$ cat src/rtl/mpi_bus_master.sv
// MPI (Q-bus style) bus master: acquires the bus via DMR/DMGI/SACK and runs one
// DATI, DATO or DATOB cycle per request. byte_en is the DATOB select ("byte" is reserved).
module mpi_bus_master #(
    parameter int unsigned TIMEOUT_CYC = 64
) (
    input  logic        clk,
    input  logic        rst,
    input  logic        req,
    input  logic        we,
    input  logic        byte_en,
    input  logic [15:0] addr,
    input  logic [15:0] wdata,
    output logic [15:0] rdata,
    output logic        ack,
    output logic        err,
    output logic        busy,
    input  logic [15:0] ad_in_n,
    output logic [15:0] ad_out_n,
    output logic        ad_oe,
    input  logic        sync_in_n,
    output logic        sync_n,
    output logic        din_n,
    output logic        dout_n,
    output logic        wtbt_n,
    input  logic        rply_n,
    output logic        dmr_n,
    input  logic        dmgi_n,
    output logic        dmgo_n,
    output logic        sack_n
);
    typedef enum logic [3:0] {
        IDLE, BREQ, GRANT, ADDR, ASYNC, RSTB, WDAT, WSTB, TERM, DONE
    } state_t;

    localparam logic [7:0] TMO_LAST = 8'(TIMEOUT_CYC - 1);

    state_t      state;
    logic [15:0] addr_q;
    logic [15:0] wdata_q;
    logic        we_q;
    logic        byte_q;
    logic [1:0]  rply_sync;
    logic        rply_s;
    logic [7:0]  tmo_cnt;

    assign rply_s = rply_sync[1];
    assign busy   = (state != IDLE);
    // Grant is passed down the daisy chain only while this master is not competing.
    assign dmgo_n = (state == IDLE) ? dmgi_n : 1'b1;

    always_ff @(posedge clk or posedge rst) begin
        if (rst) begin
            rply_sync <= '1;
        end else begin
            rply_sync <= {rply_sync[0], rply_n};
        end
    end

    always_ff @(posedge clk or posedge rst) begin
        if (rst) begin
            state    <= IDLE;
            addr_q   <= '0;
            wdata_q  <= '0;
            we_q     <= 1'b0;
            byte_q   <= 1'b0;
            tmo_cnt  <= '0;
            rdata    <= '0;
            ack      <= 1'b0;
            err      <= 1'b0;
            ad_out_n <= '1;
            ad_oe    <= 1'b0;
            sync_n   <= 1'b1;
            din_n    <= 1'b1;
            dout_n   <= 1'b1;
            wtbt_n   <= 1'b1;
            dmr_n    <= 1'b1;
            sack_n   <= 1'b1;
        end else begin
            ack <= 1'b0;
            err <= 1'b0;
            case (state)
                IDLE: if (req) begin
                    addr_q  <= addr;
                    wdata_q <= wdata;
                    we_q    <= we;
                    byte_q  <= byte_en;
                    dmr_n   <= 1'b0;
                    state   <= BREQ;
                end
                BREQ: if (!dmgi_n) begin
                    dmr_n  <= 1'b1;
                    sack_n <= 1'b0;
                    state  <= GRANT;
                end
                GRANT: if (sync_in_n && rply_s) begin
                    ad_oe    <= 1'b1;
                    ad_out_n <= ~addr_q;
                    wtbt_n   <= ~we_q;
                    state    <= ADDR;
                end
                ADDR: begin
                    sync_n <= 1'b0;
                    state  <= ASYNC;
                end
                ASYNC: begin
                    tmo_cnt <= '0;
                    if (we_q) begin
                        ad_out_n <= ~wdata_q;
                        wtbt_n   <= ~byte_q;
                        state    <= WDAT;
                    end else begin
                        ad_oe    <= 1'b0;
                        ad_out_n <= '1;
                        din_n    <= 1'b0;
                        state    <= RSTB;
                    end
                end
                WDAT: begin
                    tmo_cnt <= '0;
                    dout_n  <= 1'b0;
                    state   <= WSTB;
                end
                RSTB, WSTB: begin
                    if (!rply_s) begin
                        if (state == RSTB) rdata <= ~ad_in_n;
                        din_n    <= 1'b1;
                        dout_n   <= 1'b1;
                        ad_oe    <= 1'b0;
                        ad_out_n <= '1;
                        wtbt_n   <= 1'b1;
                        state    <= TERM;
                    end else if (tmo_cnt == TMO_LAST) begin
                        // No reply: release the whole bus at once and skip TERM.
                        din_n    <= 1'b1;
                        dout_n   <= 1'b1;
                        ad_oe    <= 1'b0;
                        ad_out_n <= '1;
                        wtbt_n   <= 1'b1;
                        sync_n   <= 1'b1;
                        sack_n   <= 1'b1;
                        ack      <= 1'b1;
                        err      <= 1'b1;
                        state    <= DONE;
                    end else begin
                        tmo_cnt <= tmo_cnt + 8'd1;
                    end
                end
                TERM: if (rply_s) begin
                    sync_n <= 1'b1;
                    sack_n <= 1'b1;
                    ack    <= 1'b1;
                    state  <= DONE;
                end
                DONE:    state <= IDLE;
                default: state <= IDLE;
            endcase
        end
    end
endmodule

$ cat config.mk
export PLATFORM = sky130hd
export DESIGN_NAME = mpi_bus_master
export DESIGN_NICKNAME = d
export VERILOG_FILES = /design/src/rtl/mpi_bus_master.sv
export SDC_FILE = /design/constraint.sdc
export NUM_CORES = 1
export LEC_CHECK = 0
export ABC_AREA = 1
export BUFFER_PORTS_ARGS = -buffer_cell sky130_fd_sc_hd__clkbuf_2
export CAP_MARGIN = 20
export CORE_MARGIN = 5
export CORE_UTILIZATION = 53
export DETAILED_ROUTE_END_ITERATION = 7
export PLACE_DENSITY = 0.79
export SETUP_SLACK_MARGIN = 0.5
export SLEW_MARGIN = 20
export SYNTH_ARGS = -nofsm -noshare
export SYNTH_HDL_FRONTEND = slang
export SYNTH_SLANG_ARGS = --single-unit
$ cat constraint.sdc
create_clock -name clk -period 3.2 [get_ports clk]
set_input_delay 0.16 -clock clk [delete_from_list [all_inputs] [get_ports clk]]
set_output_delay 0.16 -clock clk [all_outputs]
set_load 0.005 [all_outputs]
=== Word-level counts from Yosys, hierarchy flattened ===
Index checks and enable logic that the tools add are counted.
Widths: inputs -> output; s select.

* Flip-flop bits (word level): 89
* Input bits: 56
* Output and inout bits: 43

* Add/sub/neg operators: 1
* Equal/unequal tests: 19
* Muxes and demuxes: 42
* Bitwise operators: 6
* Reductions and logical operators: 24

{| class="wikitable"
|+ Operator list
! operator !! number
|-
| $mux 16 || 4
|-
| $not 16->16 || 3
|-
| $pmux 16 s3 || 1
|-
| $pmux 4 s8 || 1
|-
| $mux 4 || 6
|-
| $mux 1 || 18
|-
| $ne 2x2->1 const B || 9
|-
| $eq 4x3->1 const B || 4
|-
| $mux 8 || 2
|-
| $pmux 8 s2 || 1
|-
| $reduce_and 3->1 || 5
|-
| $pmux 1 s3 || 4
|-
| $reduce_and 4->1 || 3
|-
| $reduce_and 5->1 || 2
|-
| $reduce_bool 3->1 || 3
|-
| $add 8x1->8 const B || 1
|-
| $eq 4x2->1 const B || 2
|-
| $eq 8x6->1 const B || 1
|-
| $pmux 1 s2 || 4
|-
| $reduce_bool 2->1 || 4
|-
| $eq 4x1->1 const B || 1
|-
| $eq 4x4->1 const B || 1
|-
| $logic_not 4->1 || 1
|-
| $reduce_and 2->1 || 2
|-
| 6 further kinds || 9
|}

=== Depth between registers and ports, before layout ===
Gate-level depths: netlist of the first run.

* Depth after elaboration: 4
* Depth in mapped cells: 10
* Depth with buffers taken out: 9

=== Worst setup path after synthesis of the first run ===
OpenSTA, ideal clock, no wires.

* Path kind: flip-flop to flip-flop
* Start: register tmo_cnt[0]
* End: register ad_out_n[0]
* Setup time: 0.076 ns
* Arrival time: 1.383 ns
* Data required time: 3.124 ns
* Slack: 1.740 ns
* Cell stages (with the launch flop): 10
* Buffers on the path: 1
* Clock period less this slack: 1.460 ns
* Cell sequence: dfrtp_1 -> ha_1 -> nand2_1 -> nor2_2 -> nand2_1 -> nand2_2 -> nand2_2 -> buf_4 -> nand2_1 -> nand2_1

* Word-level cells in the longest chain between the ends: 3

{| class="wikitable"
|+ Ends and longest elaborated chain
! what !! RTL line !! RTL
|-
| from (decl) || 44 || <nowiki>logic [7:0] tmo_cnt;</nowiki>
|-
| from (signal assigned) || 145 || <nowiki>tmo_cnt <= tmo_cnt + 8'd1;</nowiki>
|-
| $eq 8x6->1 || 132 || <nowiki>end else if (tmo_cnt == TMO_LAST) begin</nowiki>
|-
| $ne 3x3->1 (no source line) || n/a ||
|-
| $reduce_and 3->1 (no source line) || n/a ||
|-
| to (signal assigned) || 97 || <nowiki>ad_out_n <= ~addr_q;</nowiki>
|-
| to (signal assigned) || 108 || <nowiki>ad_out_n <= ~wdata_q;</nowiki>
|-
| to (decl) || 18 || <nowiki>output logic [15:0] ad_out_n,</nowiki>
|}

No other way between the ends.
A chain may end at the register's enable or synchronous reset.

=== Worst setup path in the final report of the first run ===
* Start: register tmo_cnt[0]
* End: register ad_out_n[2]

The elaborated chain is that of the path after synthesis.

==> results.yml, run 1 <==
status:
  status: "finished clean"
placement:
  place_area_mm2: 0.004574
  gp_congestion: 0.8394
  dp_hpwl_um: 6629
  pre_cts_ws_ns: 1.184
  port_buffers: 98
floorplan:
  pin_count: 99
  coreArea_mm2: 0.007607
  rows: 32
  die_area_mm2: 0.009511
  start_util: 0.5337
  die_w_um: 97.53
  chipHeight_um: 97.53
power:
  max-vdd-ir-drop_mv: 0.5155
  sequentialPowerShare: 0.411
  swShare: 0.3920
  p_int_mw: 2.975
  combPwrFrac: 0.396
  p_clk_frac: 0.194
  total_power_mw: 4.893
  leakagePower_nw: 2.586
  p_sw_mw: 1.918
  powerDensity_mw_per_mm2: 977.8
sta:
  tightestPinTransition_ns: 0.9338
  hold_violations: 0
  fmax_mhz: 485.6
  min_period_ns: 2.059
  setup_viol: 0
  rsz0062_at_grt: "false"
  setup_slack_ns: 1.141
  skew_ns: 0.01033
  drv_slew: 0
  fin_crit_sh: 0.6435
  slew-limit-headroom: 0.3757
  fin_setup_tns_ns: 0
hold_path:
  min_path_cells: 3
  whs_endpoint: "addr_q[0]"
  hp-class: "input port to flop"
  min_from: "addr[0]"
global_routing:
  grt_pass1_wl_um: 16590
  antenna_found_initial: 0
  track_usage: 0.2143
  grt_max_degree: 68
  grt-ovfl-total: 0
  grt_pass1_vias: 3474
setup_path:
  regToRegStartpoint: "tmo_cnt[0]"
  worst-r2r-cell-count: 8
  crit_fanout: 28
  worstReg2RegEnd: "ad_out_n[2]"
  path_class: "flop to flop"
  startpoint: "tmo_cnt[0]"
  rrSetupSlack_ns: 1.14
  start_kind: "flop"
  required_ns: 3.49
  crit_path_end_kind: "flop"
  worstPathArrival_ns: 2.35
synthesis:
  netlist_area_mm2: 0.004060
  synth_nets: 546
  synth.avg_cell_area_um2: 8.303
  synth_seq_cells: 89
  synth_cells: 489
  yosysSeqAreaShare: 0.5559
  yosys.cell_types.count: 25
  ys.warnings.count: 0
cells_and_area:
  antenna_cells: 0
  final_layout_size_suffix_gt1_frac: 0.2637
  design_area_mm2: 0.005005
  nNetsFinal: 655
  utilization: 0.6579
  area_growth_pct: 23.27
drt:
  drt-total-wl_um: 9821
  drc_errors: 0
  dr.pass1.iters: 5
  wl_per_cell_um: 13.93
  vias: 3630
  drt_first_iter_violations: 257
  antenna_left: 0
  viasPerCell: 5.149
cts:
  clk_latency_ns: 0.36
  cts_buffer_depth: 2
  post_cts_buffers: 0
  cts-hold-fix-buffers: 17
  htreeDepth: 3
  clockRootBuffer: "clkbuf_8"
  numCtsBuffers: 9
  clk_pin_slew_ns: 0.09
  post_cts_resized: 0
  tritoncts: "yes"
  cts.sinks: 89
job:
  drv_cap: 0
==> final cells by class <==
class	instances	area (um^2)
Inverter	53	200.2
Tap cell	102	127.6
Multi-Input combinational cell	326	1476
Timing Repair Buffer	119	693.2
Fill cell	637	2603
Sequential cell	89	2257
Clock buffer	10	137.6
Clock inverter	6	112.6
==> how the worst max path moves through the flow <==
stage,endpoint,slack [ns]
6_report,ad_out_n[2],1.14
5_1_grt,rdata[7],0.89
4_1_cts,ad_out_n[2],1.17
3_5_place_dp,rdata[7],1.18
3_3_place_gp,ad_out_n[15],1.31
2_1_floorplan,ack,0.77
==> cells by family after synthesis <==
logic type / count (synthesis) / share of synthesized area
AOI/OAI and AO/OA: 96 / 0.1193
and+or+nand+nor: 229 / 0.2401
buffers and inverters: 74 / 0.08166
adders and majority gates: 1 / 0.003081
DFF: 89 / 0.5559
==> registers in the layout, summed over array words and instances, names as in the netlist, 2 cells and up <==
register,cells
state,4
wdata_q,16
addr_q,16
tmo_cnt,8
ad_out_n,16
rdata,16
rply_sync,2
==> worst max-delay path, stage by stage, from the launching register on <==
cell and delay [ns]:
dfrtp_1 0.41, ha_1 0.18, nand2_1 0.10, nor2_2 0.20, nand2_1 0.12, nand2_2 0.43, nand2_2 0.32, nand2_1 0.16
nand2_1 0.08
==> through the flow <==
stage                     cells  hold slack, ns
after floorplan             489          0.1645
after global placement      671          0.2475
after detailed placement    671          0.2488
after CTS                   704       0.0004496
after global routing        705         0.01222
final                       705        0.006995
==> power by group through the flow <==
stage | registers [mW] | clock network, mW | logic [mW]
2_1_floorplan | 1.97 | 0 | 1.35
6_report | 2.01 | 0.947 | 1.94
5_1_grt | 2.06 | 1.01 | 2.23
4_1_cts | 2.00 | 0.955 | 1.94
3_5_place_dp | 2.01 | 0 | 1.91
3_3_place_gp | 2.01 | 0 | 1.81
==> layer usage <==
| layer | track usage | vias up | share of wire |
|---|---|---|---|
| met5 | 0 | - | 0 |
| met4 | 0.08200 | 0 | 0.026 |
| met3 | 0.05384 | 26 | 0.074 |
| met2 | 0.3279 | 156 | 0.46 |
| met1 | 0.2947 | 1668 | 0.44 |
| li1 | - | 1780 | - |
==> placed cells by master, fill, tap and decap left out, types with 4 or more instances in the layout <==
master         instances
o21ai_1                5
nand4_1                4
nand3_1               43
inv_2                  4
dfrtp_1               65
inv_1                 48
a21oi_1               17
nand2_1              157
dfstp_2               24
dlygate4sd3_1         18
o21ai_0               73
clkbuf_2              98
clkbuf_8              10
nor2_1                10
==> cells in the mapped netlist <==
library cell  instances  area [um^2]
nand3_1              43        215.2
clkbuf_2              1        5.000
a21oi_1              17        85.08
nand3b_1              1        7.510
nor3_1                1        5.000
nor2_2                4        25.02
nand2_1             157        589.3
nand4_1               4        25.02
clkbuf_1              7        26.28
inv_1                49        183.9
nor2_1               10        37.54
o21ai_1               5        25.02
nand3_2               1        10.01
o21ai_0              73        365.4
buf_4                 2        15.01
buf_2                 6        30.03
buf_6                 5        56.30
ha_1                  1        12.51
nand2_2               3        18.77
o2111ai_1             1        8.760
dfrtp_1              65         1627
or2_2                 3        18.77
dfstp_2              24        630.6
inv_2                 4        15.01
nor2_4                2        22.52
(Power assumes the default switching activity.)
==> run 2, diff against run 1 <==
==> constraint.sdc (replaced) <==
create_clock -name clk -period 2.2 [get_ports clk]
set_input_delay 0.11 -clock clk [delete_from_list [all_inputs] [get_ports clk]]
set_output_delay 0.11 -clock clk [all_outputs]
set_load 0.005 [all_outputs]
==> run 2 against run 1 <==
  * Clock power rose by 21%
  * Critical path depth is 4 lower
  * Die area unchanged
  * Global-route usage increased by 2.5 points
  * Utilization rose by 5.9 points
  * Power rose by 47%
  * Via count up 7.2%
  * Combinational power rose by 60%
  * Final cell count increased by 6.4%
  * Clock skew is 0.0066 ns higher
  * Sequential power increased by 46%
  * Worst hold slack got worse by 0.0042 ns
==> results.yml, run 2 (synthesis gave the netlist of run 1 again) <==
floorplan:
  pin_count: 99
  coreArea_mm2: 0.007607
  start_util: 0.5337
  die_area_mm2: 0.009511
  die_w_um: 97.53
  rows: 32
  chipHeight_um: 97.53
cts:
  clockRootBuffer: "clkbuf_8"
  cts_buffer_depth: 2
  tritoncts: "yes"
  cts.sinks: 89
  clk_pin_slew_ns: 0.09
  numCtsBuffers: 9
  clk_latency_ns: 0.37
  htreeDepth: 3
placement:
  gp_congestion: 0.8480
  dp_hpwl_um: 6963
  port_buffers: 98
  place_area_mm2: 0.004639
power:
  max-vdd-ir-drop_mv: 0.8154
  swShare: 0.4118
  total_power_mw: 7.202
  leakagePower_nw: 2.753
  combPwrFrac: 0.432
  sequentialPowerShare: 0.409
  p_int_mw: 4.236
  p_sw_mw: 2.966
  powerDensity_mw_per_mm2: 1320
  p_clk_frac: 0.160
setup_path:
  crit_fanout: 6
  path_class: "flop to output pin"
  required_ns: 2.09
  start_kind: "flop"
  crit_path_end_kind: "output pin"
  worstPathArrival_ns: 1.55
drt:
  antenna_left: 0
  vias: 3890
  drt_first_iter_violations: 260
  viasPerCell: 5.187
  drc_errors: 0
  dr.pass1.iters: 5
  wl_per_cell_um: 14.92
  drt-total-wl_um: 11190
sta:
  skew_ns: 0.01697
  min_period_ns: 1.660
  drv_slew: 0
  tightestPinTransition_ns: 0.5888
  setup_viol: 0
  fin_setup_tns_ns: 0
  fin_crit_sh: 0.7545
  hold_slack_ns: 0.002807
  hold_violations: 0
  rsz0062_at_grt: "true"
  slew-limit-headroom: 0.6067
  fmax_mhz: 602.4
global_routing:
  grt_pass1_vias: 3983
  grt_max_degree: 68
  antenna_found_initial: 0
  grt-ovfl-total: 0
  track_usage: 0.2397
  grt_pass1_wl_um: 18710
cells_and_area:
  n_fill_cell: 562
  design_area_mm2: 0.005455
  nNetsFinal: 700
  antenna_cells: 0
  layout_common_cells: "nand2_1 (155), clkbuf_2 (98), o21ai_0 (73), dfrtp_1 (61), dlygate4sd3_1 (50)"
  final_layout_size_suffix_gt1_frac: 0.2778
  area_growth_pct: 34.36
  layout_commonest_cell: "nand2_1"
status:
  status: "finished clean"
hold_path:
  hp-class: "input port to flop"
job:
  drv_cap: 0
run 2: power groups by stage:
stage	Sequential (mW)	Clock, mW	Combinational (mW)
floorplan	2.87	0	1.96
global placement	2.91	0	2.70
detailed placement	2.92	0	2.84
CTS	2.92	1.16	2.98
global route	3.02	1.24	3.49
finish	2.94	1.15	3.11
run 2: final timing paths:
check                              from            to  slack [ns]  depth (start not counted)
setup / recovery               state[0]        dmgo_n        0.54                          4
hold / removal                 addr[13]    addr_q[13]       0.003                          3
setup reg to reg               state[3]         ad_oe        0.62                          7
hold reg to reg            rply_sync[0]  rply_sync[1]        0.36                          0
max in group asynchronous           rst   ad_out_n[9]        1.18                          4
min in group asynchronous           rst     addr_q[2]        0.35                          3
run 2: cell type report:
class | instances | area [um^2] | area share
clock inverter | 7 | 76.32 | 0.01399
multi-input combinational | 327 | 1529 | 0.2803
clock buffer | 9 | 123.9 | 0.02271
timing repair buffer | 163 | 1129 | 0.2069
inverter | 53 | 207.7 | 0.03807
sequential | 89 | 2262 | 0.4147
tap | 102 | 127.6 | 0.02339
run 2: worst max-delay path, stage by stage (launching register included):
cell,delay (ns)
dfrtp_2,0.47
nor2_4,0.18
nand2_2,0.13
or2_2,0.29
clkbuf_2,0.11
run 2: repair_timing:
| item | in CTS | in global routing |
|---|---|---|
| setup buffers | 3 | 4 |
| endpoints found under the hold margin | 63 | 0 |
| setup endpoints to repair | 20 | 32 |
| hold buffers | 50 | 0 |
| gates cloned | 0 | 1 |
| pin swaps | 2 | 2 |
| resized for setup | 6 | 10 |
run 2: metrics by stage:
| step | util | instances | setup slack [ns] |
|---|---|---|---|
| after floorplan | - | 489 | 0.7403 |
| final | 0.7171 | 750 | 0.5400 |
| after detailed placement | 0.6099 | 676 | 0.3285 |
| after CTS | 0.7082 | 745 | 0.5121 |
| after global routing | 0.7171 | 750 | 0.4568 |
| after global placement | 0.6099 | 676 | 0.4887 |
run 2: per-layer routing:
layer | wire length (um) | global-route usage | vias up | share of wire
li1 | - | - | 1870 | -
met1 | 4650 | 0.3099 | 1839 | 0.42
met2 | 5537 | 0.4006 | 160 | 0.49
met3 | 770 | 0.05384 | 21 | 0.069
met4 | 233 | 0.07668 | 0 | 0.021
met5 | 0 | 0 | - | 0
==> run 3, diff against run 2 <==
--- a/config.mk
+++ b/config.mk
@@ -5,13 +5,13 @@
 export SDC_FILE = /design/constraint.sdc
 export NUM_CORES = 1
 export LEC_CHECK = 0
-export ABC_AREA = 1
+export ABC_AREA = 0
 export BUFFER_PORTS_ARGS = -buffer_cell sky130_fd_sc_hd__clkbuf_2
 export CAP_MARGIN = 20
 export CORE_MARGIN = 5
 export CORE_UTILIZATION = 53
 export DETAILED_ROUTE_END_ITERATION = 7
-export PLACE_DENSITY = 0.79
+export PLACE_DENSITY = 0.8
 export SETUP_SLACK_MARGIN = 0.5
 export SLEW_MARGIN = 20
 export SYNTH_ARGS = -nofsm -noshare
==> constraint.sdc (replaced) <==
create_clock -name clk -period 1.7 [get_ports clk]
set_input_delay 0.085 -clock clk [delete_from_list [all_inputs] [get_ports clk]]
set_output_delay 0.085 -clock clk [all_outputs]
set_load 0.005 [all_outputs]
==> run 3 against run 2 <==
  * The flow now finishes with violations (negative setup slack)
  * First-iteration DRC count rose by 50%
  * Critical path depth grew 3
  * Register-to-register slack got worse by 0.89 ns
  * Final cell count shrank 9.1%
  * Clock skew up 0.0015 ns
  * Die area fell by 2.6%
  * Clock-buffer cell count is 1 higher
  * Synthesized cell count shrank 24%
  * Sequential cell count unchanged
  * Wire length up 57%
  * Power rose by 75%
  * Sequential power up 40%
  * Critical path type is now flop to flop
  * Largest power group unchanged
==> results.yml, run 3 <==
cts:
  clockRootBuffer: "clkbuf_8"
  tritoncts: "yes"
  clk_latency_ns: 0.39
  numCtsBuffers: 9
  cts.sinks: 89
  cts_buffer_depth: 2
  clk_pin_slew_ns: 0.11
  htreeDepth: 3
placement:
  port_buffers: 98
  place_area_mm2: 0.004813
  dp_hpwl_um: 6521
  dp.cells: 575
  pre_cts_ws_ns: 0.01858
  gp_congestion: 0.9198
synthesis:
  synth_seq_cells: 89
  ys.warnings.count: 0
  synth.avg_cell_area_um2: 10.60
  ys_top_cells_by_area: "dfrtp_1 (41%), dfstp_2 (16%), mux2_2 (9.7%)"
  synth_nets: 429
  netlist_area_mm2: 0.003944
  ys.flop_type: "dfrtp_1"
  synth_edf_count: 0
  synth_common_cells: "dfrtp_1 (65), nor2_1 (44), a21oi_1 (39)"
  async_reset_ff_frac: 1.000
  yosysSeqAreaShare: 0.5723
  yosys.area.top_type_share: 0.4124
  synth.most_common_cell: "dfrtp_1"
  yosysTopAreaCell: "dfrtp_1"
  yosys.cell_types.count: 49
  synth_cells: 372
cells_and_area:
  layout_commonest_cell: "clkbuf_2"
  nNetsFinal: 634
  final_layout_size_suffix_gt1_frac: 0.5653
  area_growth_pct: 65.74
  utilization: 0.9012
  design_area_mm2: 0.006536
  layout_common_cells: "clkbuf_2 (97), dfrtp_1 (62), dlygate4sd3_1 (53), nand2_1 (31), buf_6 (29)"
  layout.cells.non_filler: 682
sta:
  hold_violations: 0
  setup_slack_ns: -0.2689
  setup_viol: 35
  fmax_mhz: 507.9
  slew-limit-headroom: 0.5739
  min_period_ns: 1.969
  tightestPinTransition_ns: 0.6378
  drv_slew: 0
  skew_ns: 0.01849
  rsz0062_at_grt: "true"
  fin_crit_sh: 1.158
global_routing:
  track_usage: 0.2673
  grt-ovfl-total: 0
  antenna_found_initial: 1
  grt_pass1_wl_um: 18660
  grt_pass1_vias: 3805
  grt_max_degree: 35
power:
  powerDensity_mw_per_mm2: 1932
  max-vdd-ir-drop_mv: 1.100
  leakagePower_nw: 3.014
setup_path:
  start_kind: "flop"
  rrSetupSlack_ns: -0.27
  crit_path_end_kind: "flop"
  worst-r2r-cell-count: 7
  crit_path_frequent_cell: "buf_6"
  crit_fanout: 17
  path_class: "flop to flop"
  worstPathArrival_ns: 2.27
  slowest_delay_ns: 0.49
  cpMaxStageDelayCell: "nor3_1"
  path_cells: "buf_6 > and2b_4 > nand2_1 > buf_6 > a21oi_1 > nor3_1 > a21oi_2"
  worstReg2RegEnd: "ad_out_n[14]"
  startpoint: "state[3]"
  required_ns: 2.00
  regToRegStartpoint: "state[3]"
  crit_path_end: "ad_out_n[14]"
drt:
  drc_errors: 0
  dr.pass1.iters: 6
  vias: 4284
  antenna_left: 0
  viasPerCell: 6.282
  drt_first_iter_violations: 390
  wl_per_cell_um: 25.68
  drt-total-wl_um: 17520
job:
  drv_cap: 0
hold_path:
  hp-class: "input port to flop"
  min_from: "req"
  min_path_cells: 4
status:
  status: "complete, but fails checks"
  failed_checks: "negative setup slack"
floorplan:
  start_util: 0.5437
  die_w_um: 96.26
  pin_count: 99
  rows: 31
  die_area_mm2: 0.009266
  coreArea_mm2: 0.007253
  chipHeight_um: 96.26
==> run 3: cells by family (layout without fill, tap and decap cells) <==
group,Yosys count,after routing,share of synthesized area
compound gates,94,94,0.1380
xor+xnor,1,1,0.002221
fa+ha+maj,1,1,0.003172
buf+inv,29,239,0.03712
flops,89,89,0.5723
mux,35,35,0.09962
other cells,0,1,0
simple gates,123,123,0.1475
==> run 3: report_power, final <==
part,internal [mW],switching [mW],leakage [nW],total [mW]
registers,3.25,0.872,1.04,4.13
clock network,0.738,0.886,0.101,1.62
logic,3.35,3.53,1.87,6.88
total,7.34,5.29,3.01,12.6
==> run 3: final cells by class <==
class	instances	area [um^2]
sequential	89	2261
multi-input combinational	254	2071
timing repair buffer	217	1841
fill	251	716.9
clock buffer	10	137.6
tap	99	123.9
clock inverter	6	73.82
inverter	6	26.28
antenna	1	2.502
==> run 3: what timing repair did <==
item	CTS	global route
gates cloned	1	8
hold buffers	53	0
endpoints found under the setup margin	88	89
setup buffers	21	7
endpoints found under the hold margin	68	0
pin swaps	18	21
resized for setup	56	111
==> run 3: worst min-delay path by stage <==
| stage | to | slack, ns |
|---|---|---|
| floorplan | rply_sync[0] | 0.09 |
| global placement | addr_q[0] | 0.17 |
| detailed placement | wdata_q[3] | 0.17 |
| CTS | dmr_n | 0.04 |
| global route | dmr_n | 0.12 |
| finish | dmr_n | 0.11 |
==> run 3: metrics by stage <==
step           power [mW]  hold slack [ns]  setup TNS, ns
2_1_floorplan       6.484          0.08948              0
3_3_place_gp        7.816           0.1703              0
3_5_place_dp        7.979           0.1714              0
4_1_cts             10.40          0.04035              0
5_1_grt             13.01           0.1191         -2.201
6_report            12.63           0.1085         -1.495
==> run 3: layer usage <==
metal	wire, um	up-vias	track usage
met3	1648	113	0.04848
met2	8867	364	0.4692
met4	991	0	0.1209
li1	-	1712	-
met1	6009	2095	0.3169
met5	0	-	0
==> run 3: critical path: cells and delay by family, from the launching register on <==
kind | cells | cell delay, ns
AO/OA/AOI/OAI | 2 | 0.21
buffers and inverters | 2 | 0.37
flip-flops | 1 | 0.48
AND/OR/NAND/NOR | 3 | 0.83
